<file path="src/rtl/wb_write_arbiter.sv">
// wb_write_arbiter
//   Serialises up to two writeback register writes per cycle onto the single
//   register-file write port, in program order. Writes that cannot issue this
//   cycle are held in a small FIFO of DEPTH entries. The pipeline is stalled
//   via halt_out when the FIFO is nearly full, and decode can forward values
//   that are still waiting to be written through the lookup port.
//
// Ports
//   clk, rst            clock; asynchronous active-high reset
//   we1/tgt1/data1      write request, port 1 (older in program order)
//   we2/tgt2/data2      write request, port 2 (younger in program order)
//   halt_out            stall request; requests are ignored while high
//   rf_we/rf_tgt/rf_data registered register-file write port
//   count               registered number of buffered entries
//   lk_tgt              lookup register number
//   lk_hit/lk_data      combinational lookup result (youngest pending value)
//
// Handshake: a request on port N is accepted in a cycle when weN=1, tgtN!=0
// and halt_out=0 at the rising edge; there is no per-port ready, halt_out is
// the only backpressure and an accepted request is never dropped.
module wb_write_arbiter #(
  parameter int DEPTH = 4,
  localparam int CW = $clog2(DEPTH) + 1
) (
  input  logic          clk,
  input  logic          rst,
  input  logic          we1,
  input  logic [4:0]    tgt1,
  input  logic [31:0]   data1,
  input  logic          we2,
  input  logic [4:0]    tgt2,
  input  logic [31:0]   data2,
  output logic          halt_out,
  output logic          rf_we,
  output logic [4:0]    rf_tgt,
  output logic [31:0]   rf_data,
  output logic [CW-1:0] count,
  input  logic [4:0]    lk_tgt,
  output logic          lk_hit,
  output logic [31:0]   lk_data
);

  localparam int PW = $clog2(DEPTH);

  logic [4:0]    ent_tgt_q  [DEPTH];
  logic [31:0]   ent_data_q [DEPTH];
  logic [PW-1:0] rd_ptr_q, rd_ptr_d;
  logic [PW-1:0] wr_ptr_q, wr_ptr_d;
  logic [CW-1:0] count_q, count_d;
  logic          rf_we_q;
  logic [4:0]    rf_tgt_q;
  logic [31:0]   rf_data_q;

  logic          v1, v2, keep1, pop;
  logic          issue_en;
  logic [4:0]    issue_tgt;
  logic [31:0]   issue_data;
  logic          push0_en, push1_en;
  logic [4:0]    push0_tgt, push1_tgt;
  logic [31:0]   push0_data, push1_data;
  logic [PW-1:0] wr_ptr_p1;

  assign halt_out = (count_q >= CW'(DEPTH - 1));

  always_comb begin
    v1    = we1 && !halt_out && (tgt1 != 5'd0);
    v2    = we2 && !halt_out && (tgt2 != 5'd0);
    // Same target on both ports: port 2 is younger, so port 1 is redundant.
    keep1 = v1 && !(v2 && (tgt1 == tgt2));
    pop   = (count_q != '0);

    // Oldest candidate issues: FIFO head, else port 1, else port 2.
    issue_en   = pop || keep1 || v2;
    issue_tgt  = tgt2;
    issue_data = data2;
    if (pop) begin
      issue_tgt  = ent_tgt_q[rd_ptr_q];
      issue_data = ent_data_q[rd_ptr_q];
    end else if (keep1) begin
      issue_tgt  = tgt1;
      issue_data = data1;
    end

    // Everything that did not issue is appended in program order.
    push0_en   = 1'b0;
    push0_tgt  = tgt2;
    push0_data = data2;
    push1_en   = 1'b0;
    push1_tgt  = tgt2;
    push1_data = data2;
    if (pop) begin
      if (keep1) begin
        push0_en   = 1'b1;
        push0_tgt  = tgt1;
        push0_data = data1;
        push1_en   = v2;
      end else begin
        push0_en = v2;
      end
    end else begin
      push0_en = keep1 && v2;
    end

    wr_ptr_p1 = wr_ptr_q + PW'(1);
    wr_ptr_d  = wr_ptr_q + PW'(push0_en) + PW'(push1_en);
    rd_ptr_d  = rd_ptr_q + PW'(pop);
    count_d   = count_q + CW'(push0_en) + CW'(push1_en) - CW'(pop);
  end

  always_ff @(posedge clk or posedge rst) begin
    if (rst) begin
      rd_ptr_q  <= '0;
      wr_ptr_q  <= '0;
      count_q   <= '0;
      rf_we_q   <= 1'b0;
      rf_tgt_q  <= 5'd0;
      rf_data_q <= 32'd0;
    end else begin
      rd_ptr_q <= rd_ptr_d;
      wr_ptr_q <= wr_ptr_d;
      count_q  <= count_d;
      rf_we_q  <= issue_en;
      if (issue_en) begin
        rf_tgt_q  <= issue_tgt;
        rf_data_q <= issue_data;
      end
    end
  end

  // Entry storage needs no reset: validity is tracked by the pointers/count.
  always_ff @(posedge clk) begin
    if (push0_en) begin
      ent_tgt_q[wr_ptr_q]  <= push0_tgt;
      ent_data_q[wr_ptr_q] <= push0_data;
    end
    if (push1_en) begin
      ent_tgt_q[wr_ptr_p1]  <= push1_tgt;
      ent_data_q[wr_ptr_p1] <= push1_data;
    end
  end

  // Lookup scans oldest to youngest so the youngest match overwrites; the
  // rf output register is the oldest pending write.
  always_comb begin
    lk_hit  = 1'b0;
    lk_data = 32'd0;
    if (rf_we_q && (rf_tgt_q == lk_tgt)) begin
      lk_hit  = 1'b1;
      lk_data = rf_data_q;
    end
    for (int i = 0; i < DEPTH; i++) begin
      if ((CW'(i) < count_q) && (ent_tgt_q[rd_ptr_q + PW'(i)] == lk_tgt)) begin
        lk_hit  = 1'b1;
        lk_data = ent_data_q[rd_ptr_q + PW'(i)];
      end
    end
    if (lk_tgt == 5'd0) begin
      lk_hit  = 1'b0;
      lk_data = 32'd0;
    end
  end

  assign rf_we   = rf_we_q;
  assign rf_tgt  = rf_tgt_q;
  assign rf_data = rf_data_q;
  assign count   = count_q;

endmodule
</file>
<file path="config.mk">
export PLATFORM = sky130hd
export DESIGN_NAME = wb_write_arbiter
export DESIGN_NICKNAME = d
export VERILOG_FILES = /design/src/rtl/wb_write_arbiter.sv
export SDC_FILE = /design/constraint.sdc
export NUM_CORES = 1
export LEC_CHECK = 0
export ABC_CLOCK_PERIOD_IN_PS = 5600
export CORE_MARGIN = 2
export CORE_UTILIZATION = 55
export DETAILED_ROUTE_END_ITERATION = 8
export DONT_BUFFER_PORTS = 1
export PLACE_DENSITY = 0.73
export SYNTH_ARGS = -nofsm -noshare
export SYNTH_HDL_FRONTEND = slang
export SYNTH_SLANG_ARGS = --single-unit
</file>
<file path="constraint.sdc">
create_clock -name clk -period 5.6 [get_ports clk]
set_input_delay 1.4 -clock clk [delete_from_list [all_inputs] [get_ports clk]]
set_output_delay 1.4 -clock clk [all_outputs]
set_load 0.005 [all_outputs]
</file>
==> reports/qor.csv, run 1 <==
metric,value,unit
leakage power,0.00534,uW
type of origin of the critical path,flip-flop,
chip width,162,um
H-tree lvl count,4,
Hold WS,621,ps
post-synthesis async set-or-reset flop share,0.233,
Tmin final,5320,ps
wire length on met1,16000,um
post-synthesis sequential area ratio,0.403,
port buffer count,0,
worst slack at placement,608,ps
Num Clock Sinks,193,
endpoints failing hold,0,
chip height,162,um
Final HPWL DP,25300,um
WL met2,19900,um
Slew HR,0.212,
DRC viols,0,
Hold Path Stages,2,
via count,10800,
"commonest non-fill, non-tap cell in the layout",mux2_2,
"Cell Area, Synth",13800,sq um
maximum vdd drop,285,uV
mean post-synth cell area,10.5,sq um
CP arrival,3920,ps
Worst Clk Skew,16.6,ps
Power per Cell Area,547,nW/um^2
GRT Total Usage,0.311,
Post-synth EDFFs,148,
Worst Tran Pin Value,1180,ps
CP max FO,39,
Fillers,2027,
outcome,"finished, final reports clean",
initial drt markers,1170,
CP required,4200,ps
syn_nets,1402,
Initial Util,0.565,
clk slew on worst S/H paths,80,ps
synth-to-layout area growth,6.20,%
Synth Register Bits,193,
critical path class,reg2out,
hold_buf cts,0,
Ys Warns,0,
Most used DFF post-synth,edfxtp_1,
clk root buf,clkbuf_16,
"Clk Latency, worst-skew pair",440,ps
CTS resizes,0,
Post-Synthesis Cells,1313,
Min-Delay Path Class,reg2reg,
DIE AREA,26400,sq um
vias in the first global route,10800,
Routed WL per cell,25.7,um
CTS tree,done,
Post-CTS Setup Bufs,0,
core area,24500,sq um
layout cells sized above 1,0.252,
Final setup viols,0,
Max Cap Viol,0,
Max clock buf depth,2,
"Slew Viols, Final",0,
met3 WL,3880,um
first-pass GRT wire length,62100,um
top layer in use,met4,
Ports,158,
Final Cycle Share,0.950,
std cell rows,57,
largest net degree at the start of global routing,111,
antenna-violating nets left,0,
min setup slack post-route,281,ps
"commonest non-fill, non-tap cells in the layout","mux2_2, edfxtp_1, nand2_1, mux2i_1, nor2_1",
Worst setup EP type,output pin,
R2R cell count,9,
DR pass1 iterations,9,
max frequency,188,MHz
CTS Buf Count,17,
Setup TNS Final,0,ps
Via density,6.82,
Final Net Count,1340,
gr ovfl total,0,
RSZ-0062 raised after global routing,no,
Netlist cell types,65,
initial antenna violation count,1,
routability cong.,0.837,
Post-Route WL,40900,um
-- per-stage QoR --
| stage | util | instance area [sq um] | instances | power [uW] |
|---|---|---|---|---|
| CTS | 0.600 | 14700 | 1588 | 7990 |
| finish | 0.600 | 14700 | 1589 | 8020 |
| detailed placement | 0.577 | 14100 | 1556 | 6790 |
| global placement | 0.577 | 14100 | 1556 | 6680 |
| global route | 0.600 | 14700 | 1589 | 8490 |
| floorplan | - | 13800 | 1313 | 5740 |
-- report_power, final --
| group | switching, uW | internal [uW] | total [uW] |
|---|---|---|---|
| clock network | 605 | 583 | 1190 |
| registers | 462 | 2120 | 2580 |
| logic | 2460 | 1800 | 4250 |
| total | 3520 | 4500 | 8020 |
-- registers in the layout (all words and copies together), names as in the netlist --
name,count
ent_data_q,128
rf_tgt,5
ent_tgt_q,20
count,3
rf_we,1
wr_ptr_q,2
rf_data,32
rd_ptr_q,2
-- cell usage after synthesis, types with 3 or more instances --
| master | n | share of area |
|---|---|---|
| nand2_1 | 118 | 0.032 |
| o22a_1 | 7 | 0.0044 |
| and2_1 | 6 | 0.0027 |
| fa_1 | 3 | 0.0043 |
| buf_2 | 35 | 0.013 |
| xnor2_1 | 21 | 0.013 |
| buf_1 | 10 | 0.0027 |
| o21ai_0 | 92 | 0.033 |
| o22ai_1 | 24 | 0.011 |
| buf_6 | 3 | 0.0024 |
| clkbuf_1 | 56 | 0.015 |
| a21oi_1 | 85 | 0.031 |
| o31a_1 | 3 | 0.0019 |
| mux4_2 | 15 | 0.024 |
| nor3_1 | 31 | 0.011 |
| nand4_1 | 4 | 0.0018 |
| nand3_1 | 10 | 0.0036 |
| a211o_1 | 4 | 0.0025 |
| ha_1 | 3 | 0.0027 |
| inv_1 | 11 | 0.0030 |
| dfrtp_1 | 45 | 0.082 |
| mux2i_1 | 113 | 0.082 |
| a221oi_2 | 10 | 0.011 |
| or3_1 | 12 | 0.0054 |
| a211oi_1 | 27 | 0.015 |
| buf_4 | 10 | 0.0054 |
| o211ai_1 | 3 | 0.0016 |
| edfxtp_1 | 148 | 0.32 |
| o31ai_1 | 3 | 0.0016 |
| or3b_1 | 25 | 0.016 |
| mux2_2 | 205 | 0.17 |
| nor2_1 | 98 | 0.027 |
| mux2_1 | 6 | 0.0049 |
| xor2_1 | 8 | 0.0051 |
| a221oi_1 | 20 | 0.013 |
-- area by class of cell --
type	instances	area, sq um	share of cell area
inverter	13	48.8	0.00333
clock inverter	15	126	0.00861
clock buffer	17	425	0.0290
antenna	1	2.50	0.000171
timing repair buffer	34	380	0.0259
multi-input combinational	992	7700	0.525
tap	324	405	0.0276
sequential	193	5580	0.380
-- worst max-delay path: stages (launching register included) --
cell and delay (ps):
dfrtp_4 780, mux4_1 660, xnor2_1 160, nand4_1 80, or3_1 840, buf_4 320
nor3_1 60, o21ai_0 150, or3b_1 400
-- logic make-up (layout without fill, tap and decap cells) --
group | count (synthesis) | after routing | share of synthesized area
mux | 340 | 340 | 0.280
simple gates | 319 | 319 | 0.107
flops | 193 | 193 | 0.403
buf+inv | 128 | 79 | 0.0431
compound gates | 298 | 298 | 0.141
fa+ha+maj | 6 | 6 | 0.00707
other cells | 0 | 1 | 0
xor+xnor | 29 | 29 | 0.0184
-- per-layer routing --
layer | up-vias | global-route usage
met4 | 0 | 0.109
met3 | 95 | 0.0639
met5 | - | 0
li1 | 4825 | -
met1 | 5330 | 0.393
met2 | 581 | 0.530
-- path summary, 6_finish.rpt --
kind / endpoint / from / slack [ps]
max: lk_data[9] / rd_ptr_q[0] / 280
min in group asynchronous: rf_data[5] / rst / 880
min reg2reg: rf_data[28] / rf_data[28] / 620
min: rf_data[28] / rf_data[28] / 620
max reg2reg: ent_data_q[3][0] / count[0] / 1660
max in group asynchronous: rd_ptr_q[0] / rst / 3760
Note: power is estimated with default switching activity, not from simulation.
==> inputs of run 2 (changes only) <==
--- a/config.mk
+++ b/config.mk
@@ -11,6 +11,7 @@
 export DETAILED_ROUTE_END_ITERATION = 8
 export DONT_BUFFER_PORTS = 1
 export PLACE_DENSITY = 0.73
+export RECOVER_POWER = 25
 export SYNTH_ARGS = -nofsm -noshare
 export SYNTH_HDL_FRONTEND = slang
 export SYNTH_SLANG_ARGS = --single-unit
==> reports/qor.csv, run 2 (synthesis results as in run 1) <==
metric,value,unit,change
CTS tree,done,,
CP max stage cell,or3_1,,
DIE AREA,26400,sq um,unchanged
largest net degree at the start of global routing,111,,unchanged
Psw,3510,uW,-0.36%
Sw Ratio,0.438,,-0.000692
Worst Tran Pin Value,2310,ps,+1130 ps
CTS Buf Count,17,,unchanged
clk root buf,clkbuf_16,,
Final setup viols,0,,unchanged
gr ovfl total,0,,unchanged
CP max stage delay,880,ps,+40 ps
layout cells sized above 1,0.247,,-0.00475
type of origin of the critical path,flip-flop,,
std cell rows,57,,unchanged
endpoints failing hold,0,,unchanged
hold_buf cts,0,,unchanged
Tmin final,5360,ps,+38.9 ps
antenna-violating nets left,0,,unchanged
H-tree lvl count,4,,unchanged
Max Cap Viol,3,,+3
"Slew Viols, Final",78,,+78
Final Net Count,1340,,unchanged
routability cong.,0.837,,unchanged
Routed WL per cell,25.8,um,about the same
CP arrival,3960,ps,+40 ps
"non-filler cells, final",1589,,unchanged
"commonest non-fill, non-tap cells in the layout","mux2_2, edfxtp_1, nand2_1, mux2i_1, nor2_1",,
Final HPWL DP,25300,um,unchanged
Placed Cells,1556,,unchanged
Power per Cell Area,547,nW/um^2,about the same
Final Cycle Share,0.957,,+0.00695
chip height,162,um,unchanged
placed cell areas,14100,sq um,unchanged
Slew HR,-0.567,,-0.778
initial antenna violation count,1,,unchanged
reg2reg setup slack,1130,ps,-530 ps
Hold WS,622,ps,+0.362 ps
maximum vdd drop,287,uV,+0.76%
Sequential Power Share,0.322,,about the same
CP required,4200,ps,about the same
synth-to-layout area growth,5.91,%,
max reg flops,128,,unchanged
worst r2r src,count[0],,
vias in the first global route,10800,,unchanged
CTS resizes,0,,unchanged
Initial Util,0.565,,unchanged
GRT Total Usage,0.311,,unchanged
Max clock buf depth,2,,unchanged
leakage power,0.00533,uW,-0.18%
"Design Area, Final",14600,sq um,-0.27%
Worst setup EP type,output pin,,
first-pass GRT wire length,62100,um,unchanged
Hold Path Stages,2,,unchanged
Worst Hold Launch,rf_data[28],,
chip width,162,um,unchanged
Internal Dissipation,4500,uW,about the same
Num Clock Sinks,193,,unchanged
RSZ-0062 raised after global routing,no,,
critical path class,reg2out,,
Bufs and invs on worst path,1,,unchanged
via count,10800,,-0.27%
R2R cell count,5,,-4
outcome,"finished, violations left",,
Top reg by flops,ent_data_q,,
Setup TNS Final,0,ps,unchanged
Min-Delay Path Class,reg2reg,,
"commonest non-fill, non-tap cell in the layout",mux2_2,,
Post-Route WL,40900,um,about the same
Combinational Power Share,0.530,,about the same
DRC viols,0,,unchanged
crit path cell chain,mux4_1 -> xnor2_1 -> nand4_1 -> or3_1 -> buf_4 -> nor3_1 -> o21ai_0 -> or3b_1,,
Via density,6.80,,-0.27%
RR Endpoint,ent_data_q[3][16],,
failing checks,"max-capacitance violations, max-slew violations",,
Post-CTS Setup Bufs,0,,unchanged
initial drt markers,1143,,-2.3%
"Clk Latency, worst-skew pair",440,ps,about the same
Ports,158,,unchanged
Hold EP,rf_data[28],,
Top delay family on crit path,simple AND/OR/NAND/NOR gates,,
max frequency,187,MHz,-0.73%
core area,24500,sq um,unchanged
Clk pwr share,0.148,,about the same
DR pass1 iterations,5,,-4
CP max FO,39,,unchanged
clk slew on worst S/H paths,80,ps,about the same
port buffer count,0,,unchanged
Worst Clk Skew,15.8,ps,-0.833 ps
==> run 2: area by class of cell <==
class	instances	area, sq um
well taps	324	405
multi-input cells	992	7670
flip-flops and latches	193	5580
clock inverters	15	126
clock buffers	17	425
fillers	2032	9830
repair buffers	34	373
diodes	1	2.50
inverters	13	48.8
==> run 2: worst max-delay path by stage <==
stage	end	cells after the start	from	slack [ps]
floorplan	ent_data_q[2][0]	8	tgt2[1]	360
global placement	lk_data[21]	8	lk_tgt[1]	660
detailed placement	lk_data[21]	8	lk_tgt[1]	610
CTS	lk_data[15]	8	rd_ptr_q[0]	300
global route	lk_data[6]	8	rd_ptr_q[0]	120
finish	lk_data[9]	8	rd_ptr_q[0]	240
==> run 2: stage by stage <==
step / power, uW / setup slack [ps] / utilization
floorplan: 5740 / 355 / -
global route: 8480 / 118 / 0.598
CTS: 7990 / 299 / 0.600
finish: 8010 / 242 / 0.598
detailed placement: 6790 / 608 / 0.577
global placement: 6680 / 656 / 0.577
==> run 2: worst reg2reg max path, cell delays in order (launching register included) <==
cell,delay [ps]
dfrtp_1,470
nor3_1,800
inv_1,930
o311ai_1,960
buf_4,660
mux2_2,410
==> run 2: metal layers <==
layer,part of all wire,track usage,vias to the layer above
met5,0,0,-
met4,0.023,0.109,0
met3,0.093,0.0639,75
met2,0.49,0.530,557
met1,0.39,0.393,5347
li1,-,-,4823
==> run 2: power by group through the flow <==
stage               logic (uW)  clock network (uW)  registers [uW]
global route              4590                1250            2640
floorplan                 3350                   0            2380
global placement          4100                   0            2580
finish                    4240                1190            2570
detailed placement        4190                   0            2610
CTS                       4210                1210            2580
